$ cat src/rtl/formal_chk_pkg.sv
// formal_chk_pkg
// Shared definitions for the formal random checker:
//   - state_t    : run-control FSM states
//   - LFSR_TAPS  : feedback tap mask for the 64-bit Fibonacci LFSR (taps 64,63,61,60)
//   - IDX_W      : width of the RUN-cycle index / first_err_cycle output
//   - lfsr_next  : one Fibonacci shift step
package formal_chk_pkg;

  typedef enum logic [1:0] {
    ST_IDLE   = 2'd0,
    ST_WARMUP = 2'd1,
    ST_RUN    = 2'd2,
    ST_DONE   = 2'd3
  } state_t;

  // Bits 63, 62, 60, 59 (taps 64, 63, 61, 60 in 1-based numbering).
  localparam logic [63:0] LFSR_TAPS = 64'hD800_0000_0000_0000;

  localparam int IDX_W = 20;

  function automatic logic [63:0] lfsr_next(input logic [63:0] q);
    return {q[62:0], ^(q & LFSR_TAPS)};
  endfunction

endpackage

$ cat src/rtl/formal_chk_lfsr.sv
// formal_chk_lfsr
// 64-bit Fibonacci LFSR stepping once per cycle while enabled.
// A zero seed would lock the register at zero, so it is replaced by 1.
// Ports:
//   clk, reset : clock, asynchronous active-high reset (loads the seed)
//   i_en       : shift enable
//   o_q        : low OUT_W bits of the current LFSR state
module formal_chk_lfsr
  import formal_chk_pkg::*;
#(
  parameter int          OUT_W = 2,
  parameter logic [63:0] SEED  = 64'h1
) (
  input  logic             clk,
  input  logic             reset,
  input  logic             i_en,
  output logic [OUT_W-1:0] o_q
);

  localparam logic [63:0] SEED_FIX = (SEED == 64'h0) ? 64'h1 : SEED;

  logic [63:0] r_lfsr;

  always_ff @(posedge clk or posedge reset) begin
    if (reset)     r_lfsr <= SEED_FIX;
    else if (i_en) r_lfsr <= lfsr_next(r_lfsr);
  end

  assign o_q = r_lfsr[OUT_W-1:0];

endmodule

$ cat config.mk
export PLATFORM = sky130hd
export DESIGN_NAME = formal_chk_lfsr
export DESIGN_NICKNAME = d
export VERILOG_FILES = /design/src/rtl/formal_chk_pkg.sv /design/src/rtl/formal_chk_lfsr.sv
export SDC_FILE = /design/constraint.sdc
export NUM_CORES = 1
export LEC_CHECK = 0
export BUFFER_PORTS_ARGS = -buffer_cell sky130_fd_sc_hd__buf_2
export CAP_MARGIN = 15
export CORE_UTILIZATION = 34
export CTS_BUF_LIST = sky130_fd_sc_hd__clkbuf_2 sky130_fd_sc_hd__clkbuf_4 sky130_fd_sc_hd__clkbuf_8
export CTS_CLUSTER_SIZE = 30
export DETAILED_ROUTE_END_ITERATION = 10
export RECOVER_POWER = 100
export SYNTH_ARGS = -nofsm -noshare
export SYNTH_HDL_FRONTEND = slang
export SYNTH_SLANG_ARGS = --single-unit
$ cat constraint.sdc
create_clock -name clk -period 2.6 [get_ports clk]
set_input_delay 0.39 -clock clk [delete_from_list [all_inputs] [get_ports clk]]
set_output_delay 0.39 -clock clk [all_outputs]
set_load 0.01 [all_outputs]
# Word level (Yosys, flattened, before mapping)
# Index checks and enable logic that the tools add are counted.
# word_totals
input_bits,3
word_cells,2
ff_bits,64
# op_classes
n_reduce_logical,1
# op_table
op,count
XOR reduction 64 bit,1

# Depth between registers and ports, before layout
# depth
word_depth,1
ltp_mapped,4
ltp_nobuf,3

# Worst setup path before layout
# OpenSTA, ideal clock, no wires.
# synth_path
path_type,in2reg
from,input i_en
to,register r_lfsr[10]
setup_slack_ns,1.498
arrival_time_ns,0.977
cell_stages,3
path_cell_list,buf_6 > buf_6 > mux2_4
# synth_lines
element,line,text
from (decl),formal_chk_lfsr.sv:16,"input logic i_en,"
to (signal assigned),formal_chk_lfsr.sv:26,else if (i_en) r_lfsr <= lfsr_next(r_lfsr);
to (decl),formal_chk_lfsr.sv:22,logic [63:0] r_lfsr;
# No word-level cell between the ends.

==> impl_metrics.tcl <==
set metrics [dict create \
    status "finished clean" \
    design.core.area_um2 7330 \
    yosysWarnings 0 \
    final_max_slew_viol_count 0 \
    diodes 0 \
    grt-ovfl-total 0 \
    ys_ff_latch 64 \
    drt_iter0_markers 48 \
    synth-seq-area-share_pct 61.2 \
    syn_nets 145 \
    grt.total_usage_pct 10.5 \
    irDropWorstVdd_mv 0.207 \
    grt_max_degree 66 \
    largest-register "r_lfsr" \
    syn-cell-area_um2 2620 \
    grt_pass1_vias 1282 \
    area_growth_pct 5.26 \
    avgSynthCellArea_um2 18.4 \
    path_clk_slew_ns 0.07 \
    clk_path_buf_depth 2 \
    rsz0062_at_grt "false" \
    ys_types 11 \
    ant_nets 0 \
    numPortBuffers 4 \
    fin_ws_ns 0.939 \
    finalClockSkew_ns 0.00497 \
    cts.sinks 64 \
    wl_per_cell_um 13.0 \
    fillers 683 \
    setup_tns_ns 0 \
    drive_gt1_share_pct 23.6 \
    tightest_slew_ns 0.608 \
    fp.dieW_um 89.8 \
    largest_reg_flops 64 \
    synth_area_leaders "dfrtp_1, mux2_4, mux2_2" \
    io_pins 5 \
    die_h_um 89.8 \
    fmax_ghz 0.602 \
    cts_resized 0 \
    p_leak_nw 1.38 \
    crit_path_max_fanout 25 \
    slew_headroom_pct 59.4 \
    floorplan.initialDensity_pct 35.7 \
    postSynthCellCount 142 \
    root_buffer "clkbuf_8" \
    grt_pass1_wl_mm 6.24 \
    vias_per_cell 4.28 \
    drc_errors 0 \
    dpl.hpwl_mm 2.02 \
    startpoint_type "primary input" \
    setup_violations 0 \
    fin_crit_ns 1.66 \
    cp.arrival_ns 2.09 \
    powerDensity_nw_per_um2 878 \
    max_cap_violations 0 \
    critPathRequiredTime_ns 3.03 \
    dieArea_um2 8060 \
    clk_latency_ns 0.34 \
    finalHoldViolCount 0 \
    final_core_util_pct 37.6 \
    drt_wl_total_mm 3.32 \
    antenna_found_initial 0 \
    gp_congestion 0.693 \
    synth_top_area_share_pct 60.2 \
    min_path_type "flip-flop to flip-flop" \
    top_regs "r_lfsr: 64 flops" \
    core.rowCount 31 \
    vias 1096 \
    firstDrtPassIters 2 \
    h-tree-depth 3 \
    dp_slack_ns 1.21 \
    post-route-period-util_pct 63.9 \
    worstSetupEndpointType "async pin" \
    cts_tree "yes" \
    synth_largest_area_cell "dfrtp_1" \
    cts_made_buffers 9 \
    critPathKind "primary input to async pin" \
    fin_nets 155 \
]
## placed cells by master (no fill, tap or decap), types with 2 or more instances in the layout
cell type   n
clkbuf_1    2
xnor2_1     3
dfrtp_1    63
buf_2       2
mux2_2     15
clkinv_2    3
clkbuf_2    2
bufinv_16   2
clkbuf_8   10
mux2_1     47
## critical path: stages
cell and delay, ns:
dlygate4sd3_1 0.53, buf_2 0.12, inv_1 0.44, clkbuf_2 0.59
## logic make-up after synthesis
kind of cell / count (synthesis) / synth area share (%)
AOI/OAI and AO/OA: 1 / 0.191
xor gates and xnor gates: 3 / 1.00
buffers and inverters: 10 / 3.49
DFF: 64 / 61.2
muxes: 63 / 34.0
and+or+nand+nor: 1 / 0.143
## repair_timing
item / 4_1_cts / 5_1_grt
setup endpoints to repair: 0 / 0
hold endpoints to repair: 8 / 0
setup buffers: 0 / 0
hold buffers: 1 / 0
## metal layers
layer,GRT usage [%],routed length [µm]
met1,12.7,1540
met4,9.84,96
met5,0,0
met3,3.55,101
met2,14.7,1580
## power by group
part	internal, W	total, W	switching (W)
combinational	0.000139	0.000226	0.0000872
clock	0.000560	0.000926	0.000366
sequential	0.00118	0.00127	0.0000892
total	0.00188	0.00242	0.000543
## metrics by stage
stage          instances  total power (W)  hold slack [ns]  cell area, µm²
3_3_place_gp         239          0.00157            0.356            2710
4_1_cts              256          0.00255            0.502            2940
5_1_grt              256          0.00255            0.506            2760
6_report             256          0.00242            0.486            2760
2_1_floorplan        142          0.00154            0.474            2620
3_5_place_dp         239          0.00160            0.374            2710
## worst paths after layout
path,start,end,slack [ns],depth (start not counted)
max in group clk,r_lfsr[0]$_DFFE_PP1P_,o_q[0],1.19,1
min,r_lfsr[13]$_DFFE_PP0P_,r_lfsr[13]$_DFFE_PP0P_,0.49,1
min reg2reg,r_lfsr[13]$_DFFE_PP0P_,r_lfsr[13]$_DFFE_PP0P_,0.49,1
min in group asynchronous,reset,r_lfsr[23]$_DFFE_PP0P_,0.66,3
max,reset,r_lfsr[4]$_DFFE_PP0P_,0.94,4
max reg2reg,r_lfsr[63]$_DFFE_PP0P_,r_lfsr[0]$_DFFE_PP1P_,1.70,3
## synthesized netlist by cell type
| cell type | count |
|---|---|
| dfrtp_1 | 63 |
| mux2_4 | 48 |
| mux2_2 | 15 |
| buf_6 | 6 |
| xnor2_1 | 3 |
| buf_4 | 2 |
| a21oi_1 | 1 |
| buf_2 | 1 |
| dfstp_2 | 1 |
| inv_1 | 1 |
| nor2_1 | 1 |
## cell type report
type / instances / area [µm²] / share of cell area [%]
clock buffer: 10 / 138 / 4.99
timing repair buffer: 8 / 57.6 / 2.09
tap: 99 / 124 / 4.49
sequential: 64 / 1600 / 58.1
clock inverter: 6 / 82.6 / 3.00
multi-input combinational: 68 / 748 / 27.1
inverter: 1 / 3.75 / 0.136
Note: power is estimated with default switching activity, not from simulation.
